`src/rtl/sdram_wb_arb.sv`:
```
// Two-master round-robin Wishbone arbiter for the shared SDRAM slave port.
// Ports: wb_clk_i/wb_rst_i, m0_*/m1_* master ports, s_* slave port, gnt_o.
module sdram_wb_arb #(
  parameter int TIMEOUT  = 4096,
  parameter int TO_WIDTH = 13
) (
  input  logic        wb_clk_i,
  input  logic        wb_rst_i,
  input  logic [24:0] m0_adr_i,
  input  logic [31:0] m0_dat_i,
  output logic [31:0] m0_dat_o,
  input  logic        m0_we_i,
  input  logic [3:0]  m0_sel_i,
  input  logic        m0_stb_i,
  input  logic        m0_cyc_i,
  output logic        m0_ack_o,
  output logic        m0_err_o,
  input  logic [24:0] m1_adr_i,
  input  logic [31:0] m1_dat_i,
  output logic [31:0] m1_dat_o,
  input  logic        m1_we_i,
  input  logic [3:0]  m1_sel_i,
  input  logic        m1_stb_i,
  input  logic        m1_cyc_i,
  output logic        m1_ack_o,
  output logic        m1_err_o,
  output logic [24:0] s_adr_o,
  output logic [31:0] s_dat_o,
  input  logic [31:0] s_dat_i,
  output logic        s_we_o,
  output logic [3:0]  s_sel_o,
  output logic        s_stb_o,
  output logic        s_cyc_o,
  input  logic        s_ack_i,
  output logic [1:0]  gnt_o
);

  typedef enum logic [1:0] {
    IDLE, GNT0, GNT1, ABORT
  } state_t;

  state_t              state;
  logic                last;
  logic [TO_WIDTH-1:0] wd;

  // 'last' always names the master that owns GNTx/ABORT
  logic g_cyc, g_stb, granted, to_hit;

  assign g_cyc   = last ? m1_cyc_i : m0_cyc_i;
  assign g_stb   = last ? m1_stb_i : m0_stb_i;
  assign granted = (state == GNT0) || (state == GNT1);

  // ack on the limit cycle wins over the timeout
  assign to_hit = granted && g_cyc && g_stb && !s_ack_i
                  && (wd == TO_WIDTH'(TIMEOUT - 1));

  always_ff @(posedge wb_clk_i or posedge wb_rst_i) begin
    if (wb_rst_i) begin
      state <= IDLE;
      last  <= 1'b1;
      wd    <= '0;
    end else begin
      unique case (state)
        IDLE: begin
          wd <= '0;
          if (m0_cyc_i && (!m1_cyc_i || last)) begin
            state <= GNT0;
            last  <= 1'b0;
          end else if (m1_cyc_i) begin
            state <= GNT1;
            last  <= 1'b1;
          end
        end
        GNT0, GNT1: begin
          if (!g_cyc) begin
            state <= IDLE;
            wd    <= '0;
          end else if (to_hit) begin
            state <= ABORT;
            wd    <= '0;
          end else if (g_stb && !s_ack_i) begin
            wd <= wd + 1'b1;
          end else begin
            wd <= '0;
          end
        end
        ABORT: begin
          wd <= '0;
          if (!g_cyc) state <= IDLE;
        end
        default: state <= IDLE;
      endcase
    end
  end

  always_comb begin
    s_adr_o = '0;
    s_dat_o = '0;
    s_we_o  = 1'b0;
    s_sel_o = '0;
    s_stb_o = 1'b0;
    s_cyc_o = 1'b0;
    gnt_o   = 2'b00;
    if (state == GNT0) begin
      s_adr_o = m0_adr_i;
      s_dat_o = m0_dat_i;
      s_we_o  = m0_we_i;
      s_sel_o = m0_sel_i;
      s_stb_o = m0_stb_i;
      s_cyc_o = m0_cyc_i;
      gnt_o   = 2'b01;
    end else if (state == GNT1) begin
      s_adr_o = m1_adr_i;
      s_dat_o = m1_dat_i;
      s_we_o  = m1_we_i;
      s_sel_o = m1_sel_i;
      s_stb_o = m1_stb_i;
      s_cyc_o = m1_cyc_i;
      gnt_o   = 2'b10;
    end
  end

  assign m0_dat_o = s_dat_i;
  assign m1_dat_o = s_dat_i;
  assign m0_ack_o = s_ack_i && (state == GNT0);
  assign m1_ack_o = s_ack_i && (state == GNT1);
  assign m0_err_o = to_hit && (state == GNT0);
  assign m1_err_o = to_hit && (state == GNT1);

endmodule

```
`config.mk`:
```
export PLATFORM = sky130hd
export DESIGN_NAME = sdram_wb_arb
export DESIGN_NICKNAME = d
export VERILOG_FILES = /design/src/rtl/sdram_wb_arb.sv
export SDC_FILE = /design/constraint.sdc
export NUM_CORES = 1
export LEC_CHECK = 0
export ABC_CLOCK_PERIOD_IN_PS = 2000
export BUFFER_PORTS_ARGS = -buffer_cell sky130_fd_sc_hd__buf_2
export CAP_MARGIN = 10
export CORE_AREA = 4 4 113 115
export DETAILED_ROUTE_END_ITERATION = 10
export DIE_AREA = 0 0 117 119
export GPL_TIMING_DRIVEN = 0
export SYNTH_ARGS = -nofsm -noshare
export SYNTH_HDL_FRONTEND = slang
export SYNTH_SLANG_ARGS = --single-unit
```
`constraint.sdc`:
```
create_clock -name wb_clk_i -period 2 [get_ports wb_clk_i]
set_input_delay 0.1 -clock wb_clk_i [delete_from_list [all_inputs] [get_ports wb_clk_i]]
set_output_delay 0.1 -clock wb_clk_i [all_outputs]
set_load 0.05 [all_outputs]
```
# Word level (Yosys, flattened, before mapping)
# Index checks and enable logic that the tools add are counted.
# word_totals
regBits,16
in_bits,163
# classes
addsub,1
n_mux,28
eq_ne,7
reduce_logical,20
# ops
cell,n
$mux W32,2
$mux W25,2
$mux W13,3
$pmux W13 S2,1
$mux W2,7
$add A13 B1 Y13 const B,1
$eq A13 B12 Y1 const B,1
$logic_and A1 B1 Y1,10
$mux W1,10
$mux W4,2
$ne A3 B3 Y1 const B,2
$pmux W2 S3,1
$eq A2 B2 Y1 const B,2
$reduce_or A2 Y1,2
$reduce_and A3 Y1,1
$eq A2 B1 Y1 const B,1
$logic_not A1 Y1,2
$logic_not A2 Y1,1
$logic_or A1 B1 Y1,2
$ne A2 B2 Y1 const B,1
$reduce_and A2 Y1,1
$reduce_bool A2 Y1,1

# Logic depth before layout (Yosys ltp)
# Gate-level depths: netlist (run 1).
# depth
word_depth,9
ltp_mapped,7
mapped_depth_nobuf,6

# Least setup slack after synthesis (run 1)
# No wires, ideal clock.
# synth_timing
path_type,register to output
startpoint,register state[1]
endpoint,output port s_adr_o[23]
slack_ns,-0.623
t_arrival_ns,2.523
required_ns,1.900
n_path_buf,3
path_stages_with_launch,7
cell_sequence,dfrtp_1 -> inv_1 -> ha_1 -> clkbuf_1 -> buf_2 -> clkbuf_1 -> o21ai_0
# synth_via
elab_chain_cells,3
elab_cells_between_ends,4
cone_classes,eq/ne (2); mux (2)
# synth_lines
element,line,text
start: declaration,42,state_t state;
start signal: assignment,59,state <= IDLE;
start signal: assignment,67,state <= GNT0;
start signal: assignment,70,state <= GNT1;
$eq A2 B2 Y1,112,end else if (state == GNT1) begin
$mux W25,112,
$mux W25 (*),104,if (state == GNT0) begin
end: declaration,27,"output logic [24:0] s_adr_o,"
# Every way passes the cells marked *; elsewhere a longest branch is shown, timed or not.

# Worst setup path after layout (run 1)
# layout_timing
startpoint,register state[0]
endpoint,output port s_dat_o[27]
# layout_via
elab_chain_cells,3
elab_cells_between_ends,4
cone_classes,eq/ne (2); mux (2)
# layout_lines
element,line,text
$eq A2 B2 Y1,112,
$mux W32,112,
$mux W32 (*),104,
end: declaration,28,"output logic [31:0] s_dat_o,"
# Marked as above.

==> results of run 1 <==
-- power by group through the flow --
stage | logic [mW] | registers, mW | clock network (mW)
after floorplan | 3.97 | 0.411 | 0
after global placement | 5.19 | 0.424 | 0
after detailed placement | 5.23 | 0.428 | 0
after CTS | 6.08 | 0.432 | 0.443
after global routing | 6.54 | 0.441 | 0.462
final | 6.25 | 0.434 | 0.432
-- final cells by class --
cell class	count	share of cell area, %
Sequential cell	16	9.36
Inverter	6	0.580
Timing Repair Buffer	270	39.9
Antenna cell	3	0.174
Tap cell	147	4.26
Multi-Input combinational cell	144	29.0
Clock buffer	4	2.06
Buffer	80	14.6
-- metal layers --
layer  vias up  part of all wire [%]  global-route usage (%)
li1       1388                     -                       -
met1      1340                    36                    15.4
met2       187                    49                    26.7
met3         4                    14                    7.93
met4         0                  0.30                    3.51
met5         -                     0                       0
-- cell families after synthesis --
| family | synth area share, % |
|---|---|
| flip-flops | 19.0 |
| AO/OA/AOI/OAI | 29.0 |
| buffers and inverters | 27.4 |
| adder cells (fa/ha/maj) | 3.55 |
| AND/OR/NAND/NOR | 15.7 |
| multiplexers | 1.24 |
| XOR/XNOR | 4.14 |
-- cells in the mapped netlist (all sizes together) --
cell type,number
nand2,11
nor4,2
xnor2,5
and4b,1
xor2,5
dfstp,1
a211o,1
and2b,1
or2,2
nor2b,1
a22o,62
nand2b,1
and2,3
a22oi,1
nand3,4
o21a,1
and4,3
dfrtp,15
ha,6
buf,67
clkbuf,14
nand4,5
a211oi,1
mux2,2
and3,2
nor3,3
nor2,15
o211a,2
o21ai,4
inv,6
-- state kept, by name (all words and copies together), names as in the netlist --
name   flops
last       1
state      2
wd        13
-- repair_timing --
action | in CTS | in global routing
hold buffers | 1 | 0
setup endpoints to repair | 67 | 66
resized for setup | 128 | 30
hold endpoints to repair | 15 | 0
pin swaps | 1 | 1
buffers inserted | 2 | 3
-- stage by stage --
step / setup TNS (ps) / total power [mW]
after detailed placement: -44410 / 5.66
after floorplan: 0 / 4.38
after global routing: 0 / 7.44
after CTS: -288 / 6.96
after global placement: -39710 / 5.62
final: 0 / 7.11
-- worst min path at each step --
| stage | depth (start not counted) | slack, ps | end |
|---|---|---|---|
| after global placement | 2 | 190 | wd[3] |
| final | 3 | 250 | last |
| after detailed placement | 2 | 210 | wd[3] |
| after global routing | 3 | 270 | last |
| after floorplan | 1 | 10 | state[0] |
| after CTS | 3 | 240 | last |
-- worst max-delay path, delay by kind of cell (launching register included) --
| kind | cells | cell delay (ps) |
|---|---|---|
| buf+inv | 4 | 620 |
| flops | 1 | 460 |
| fa+ha+maj | 1 | 180 |
| simple gates | 1 | 180 |
| compound gates | 1 | 140 |
==> results.py, run 1 <==
metrics = {
    "sta": {
        "max_freq_mhz": 518,
        "tightest_slew_ps": 621,
        "setup_viol": 0,
        "maxSlewViolCount": 0,
        "setup_ws_ps": 69.9,
        "hold_violations": 0,
        "period_needed_ps": 1930,
        "finalCritPeriodShare_pct": 96.5,
        "whs_ps": 248,
        "skew_ps": 1.18,
        "rsz0062_at_grt": "false",
        "slew_headroom_pct": 58.5,
    },
    "global_routing": {
        "grt-ovfl-total": 0,
        "antenna_found_initial": 3,
        "grt_max_degree": 17,
        "grt_pass1_vias": 3046,
        "grtUsageTotal_pct": 15.1,
        "grt_pass1_wl_um": 16200,
    },
    "yosys": {
        "synth_cell_types": 37,
        "synthCells": 247,
        "syn_nets": 416,
        "synth_area_per_cell_um2": 8.57,
        "synthTopCellsByArea": "a22o_1 26%, buf_4 23%, dfrtp_1 18%",
        "synth_top_area_share_pct": 25.7,
        "ys_seq_area_share_pct": 19.0,
        "yosysWarnings": 0,
        "ys_ff_latch": 16,
        "synthesis.area_um2": 2120,
        "synth_area_leader_cell": "a22o_1",
    },
    "route": {
        "drt_iter0_markers": 69,
        "drc_errors": 0,
        "ant_nets": 0,
        "dr.pass1.iters": 4,
        "detail_route.wl_per_cell_um": 17.6,
        "finalWirelength_um": 11800,
        "via_per_inst": 4.36,
        "vias": 2919,
    },
    "job": {
        "maxCapViolCount": 0,
    },
    "cts": {
        "numCtsBuffers": 3,
        "ctsHtreeMaxLevel": 1,
        "tritoncts": "built",
        "cts_buffer_depth": 2,
        "path_clk_slew_ps": 50,
        "cts_root_buffer": "clkbuf_16",
        "clk_latency_ps": 240,
        "clock_sinks": 16,
    },
    "worst_setup_path": {
        "rr_startpoint": "last",
        "path_class": "flop to output port",
        "critical_path_required_ps": 1900,
        "cp.arrival_ps": 1830,
        "cp_cell_sequence": "inv_4, ha_4, nor2b_2, buf_8, clkbuf_8, a22o_2, buf_4",
        "start_kind": "flop",
        "r2r_setup_slack_ps": 240,
        "cp_max_fo": 10,
        "rr_endpoint": "state[1]",
        "reg2regPathDepth": 4,
        "critPathMaxStageDelay_ps": 460,
        "end_kind": "output port",
        "startpoint": "state[0]",
        "crit_path_end": "s_dat_o[27]",
        "slowest_stage": "dfrtp_2",
    },
    "layout": {
        "mostFrequentLayoutCells": "198 x buf_2, 97 x buf_4, 60 x a22o_2",
        "multi_input_area_um2": 1250,
        "area_growth_pct": 104,
        "nFillCells": 1220,
        "mostFrequentLayoutCell": "buf_2",
        "seq_area_um2": 404,
        "drive_gt1_share_pct": 83.5,
        "design_area_um2": 4320,
        "nets": 690,
        "fin_util_pct": 36.5,
        "layoutNonFillerInstCount": 670,
    },
    "placement": {
        "pre_cts_ws_ps": -933,
        "dpl.hpwl_um": 10300,
        "placed_area_um2": 3720,
        "io_buffers": 264,
        "gp_congestion": 0.845,
        "dp_cells": 658,
    },
    "outcome": {
        "outcome": "completed",
    },
    "floorplanning": {
        "rows": 40,
        "die_w_um": 117,
        "die_h_um": 119,
        "start_util_pct": 17.9,
        "core_um2": 11800,
        "die_area_um2": 13900,
        "boundaryPins": 297,
    },
    "power": {
        "power_switching_mw": 4.16,
        "p_per_area_nw_per_um2": 1650,
        "seq_power_share_pct": 6.1,
        "ir_drop_v": 0.000746,
        "swShare_pct": 58.6,
        "pwr-share-comb_pct": 87.8,
        "power.leakage_nw": 2.36,
        "clockPowerShare_pct": 6.1,
        "intPower_mw": 2.95,
    },
    "min_path": {
        "hp-class": "input port to flop",
        "holdCritStartpoint": "m0_cyc_i",
    },
}
Power figures use the tool's default switching activity.
==> run 2, diff against run 1 <==
==> constraint.sdc (replaced) <==
create_clock -name wb_clk_i -period 2 [get_ports wb_clk_i]
set_input_delay 0.2 -clock wb_clk_i [delete_from_list [all_inputs] [get_ports wb_clk_i]]
set_output_delay 0.2 -clock wb_clk_i [all_outputs]
set_load 0.05 [all_outputs]
==> run 2 against run 1 <==
First-iteration DRC count rose by 46%; routed wire length rose by 16%; sequential cell count did not move; global-route usage rose by 2.7 points; hold slack got worse by 230 ps; register-to-register slack got worse by 210 ps; non-clock buffer count rose by 5; clock-buffer cell count did not move; power rose by 11%; final cell count rose by 0.30%; clock skew rose by 4.0 ps; critical path depth did not move.
==> results.py, run 2 (synthesis results as in run 1) <==
metrics = {
    "cts": {
        "clock_sinks": 16,
        "ctsHtreeMaxLevel": 1,
        "cts_root_buffer": "clkbuf_16",
        "tritoncts": "built",
        "numCtsBuffers": 3,
        "path_clk_slew_ps": 50,
        "clk_latency_ps": 250,
        "cts_buffer_depth": 2,
        "cts_hold_buf": 0,
    },
    "global_routing": {
        "grtUsageTotal_pct": 17.8,
        "grt-ovfl-total": 0,
        "antenna_found_initial": 0,
        "grt_max_degree": 17,
        "grt_pass1_wl_um": 18000,
        "grt_pass1_vias": 2995,
    },
    "worst_setup_path": {
        "cp_cell_sequence": "mux2_4, and4b_1, buf_6, buf_4, buf_4, a211oi_1, nor4_2",
        "critical_path_required_ps": 2110,
        "critPathMaxStageDelay_ps": 570,
        "path_class": "flop to flop",
        "end_kind": "flop",
        "slowest_stage": "dfstp_2",
        "crit_top_cell": "buf_4",
        "cp.arrival_ps": 2090,
        "cp_max_fo": 5,
        "start_kind": "flop",
    },
    "route": {
        "drt_iter0_markers": 101,
        "ant_nets": 0,
        "drc_errors": 0,
        "finalWirelength_um": 13700,
        "vias": 2901,
        "via_per_inst": 4.32,
        "detail_route.wl_per_cell_um": 20.5,
        "dr.pass1.iters": 4,
    },
    "layout": {
        "drive_gt1_share_pct": 84.2,
        "nFillCells": 1190,
        "fin_util_pct": 39.6,
        "top_register": "wd",
        "area_growth_pct": 121,
        "reg.largest.list": "wd x13, state x2, last x1",
        "mostFrequentLayoutCell": "buf_2",
        "largest_reg_flops": 13,
        "n_antenna_cell": 0,
        "mostFrequentLayoutCells": "199 x buf_2, 87 x buf_4, 45 x a22o_2",
        "nets": 695,
    },
    "sta": {
        "finalCritPeriodShare_pct": 98.6,
        "slew_headroom_pct": 60.5,
        "whs_ps": 15.2,
        "skew_ps": 5.21,
        "period_needed_ps": 1970,
        "max_freq_mhz": 507,
        "hold_violations": 0,
        "setup_ws_ps": 27.5,
        "maxSlewViolCount": 0,
        "tightest_slew_ps": 591,
        "rsz0062_at_grt": "true",
        "setup_viol": 0,
    },
    "floorplanning": {
        "boundaryPins": 297,
        "die_w_um": 117,
        "core_um2": 11800,
        "rows": 40,
        "start_util_pct": 17.9,
        "die_area_um2": 13900,
        "die_h_um": 119,
    },
    "placement": {
        "pre_cts_ws_ps": -616,
        "io_buffers": 264,
        "gp_congestion": 0.873,
        "dpl.hpwl_um": 12200,
    },
    "power": {
        "power.leakage_nw": 2.52,
        "ir_drop_v": 0.00101,
        "total_power_mw": 7.92,
        "p_per_area_nw_per_um2": 1690,
    },
    "min_path": {
        "hp-class": "input port to asynchronous set/reset pin",
    },
    "outcome": {
        "outcome": "completed",
    },
    "job": {
        "maxCapViolCount": 0,
    },
}
[run 2: worst paths after layout]
| check | slack (ps) | to | cells past startpoint | start |
|---|---|---|---|---|
| setup / recovery | 30 | state[0] | 7 | last |
| hold / removal | 20 | wd[2] | 2 | wb_rst_i |
| setup reg to reg | 30 | state[0] | 7 | last |
| hold reg to reg | 510 | wd[0] | 1 | wd[0] |
| max in group asynchronous | 1560 | state[0] | 2 | wb_rst_i |
| min in group wb_clk_i | 360 | last | 3 | m0_cyc_i |
[run 2: timing repair]
item	in CTS	in global routing
endpoints found under the setup margin	67	66
pin swaps	1	2
resized for setup	199	23
setup buffers	4	8
[run 2: power by group]
part           switching [mW]  internal, mW
sequential             0.0572         0.373
clock                   0.121         0.270
combinational            4.27          2.84
total                    4.45          3.48
[run 2: stage by stage]
| stage | cell area, µm² | std cells | TNS (ps) |
|---|---|---|---|
| 3_5_place_dp | 3770 | 658 | -32450 |
| 3_3_place_gp | 3770 | 658 | -31820 |
| 5_1_grt | 4680 | 672 | -52.3 |
| 4_1_cts | 4560 | 665 | -256 |
| 6_report | 4680 | 672 | 0 |
| 2_1_floorplan | 2270 | 247 | -1670 |
[run 2: layout make-up]
type	instances	area (µm²)	area share, %
timing repair buffer	276	1970	42.0
multi-input combinational	144	1380	29.5
buffer	79	644	13.8
sequential	16	404	8.63
tap	147	184	3.93
clock buffer	4	78.8	1.68
inverter	6	25.0	0.534
[run 2: per-layer routing]
layer,vias up,wire [µm],GRT usage [%]
met4,0,91,2.22
met1,1319,5030,19.7
met2,181,6570,30.4
met5,-,0,0
li1,1394,-,-
met3,7,2070,10.0
[run 2: critical path: cells and delay by family, from the launching register on]
| kind | cells | cell delay [ps] |
|---|---|---|
| DFF | 1 | 570 |
| muxes | 1 | 310 |
| and+or+nand+nor | 2 | 290 |
| buffers and inverters | 3 | 390 |
| AOI/OAI and AO/OA | 1 | 290 |
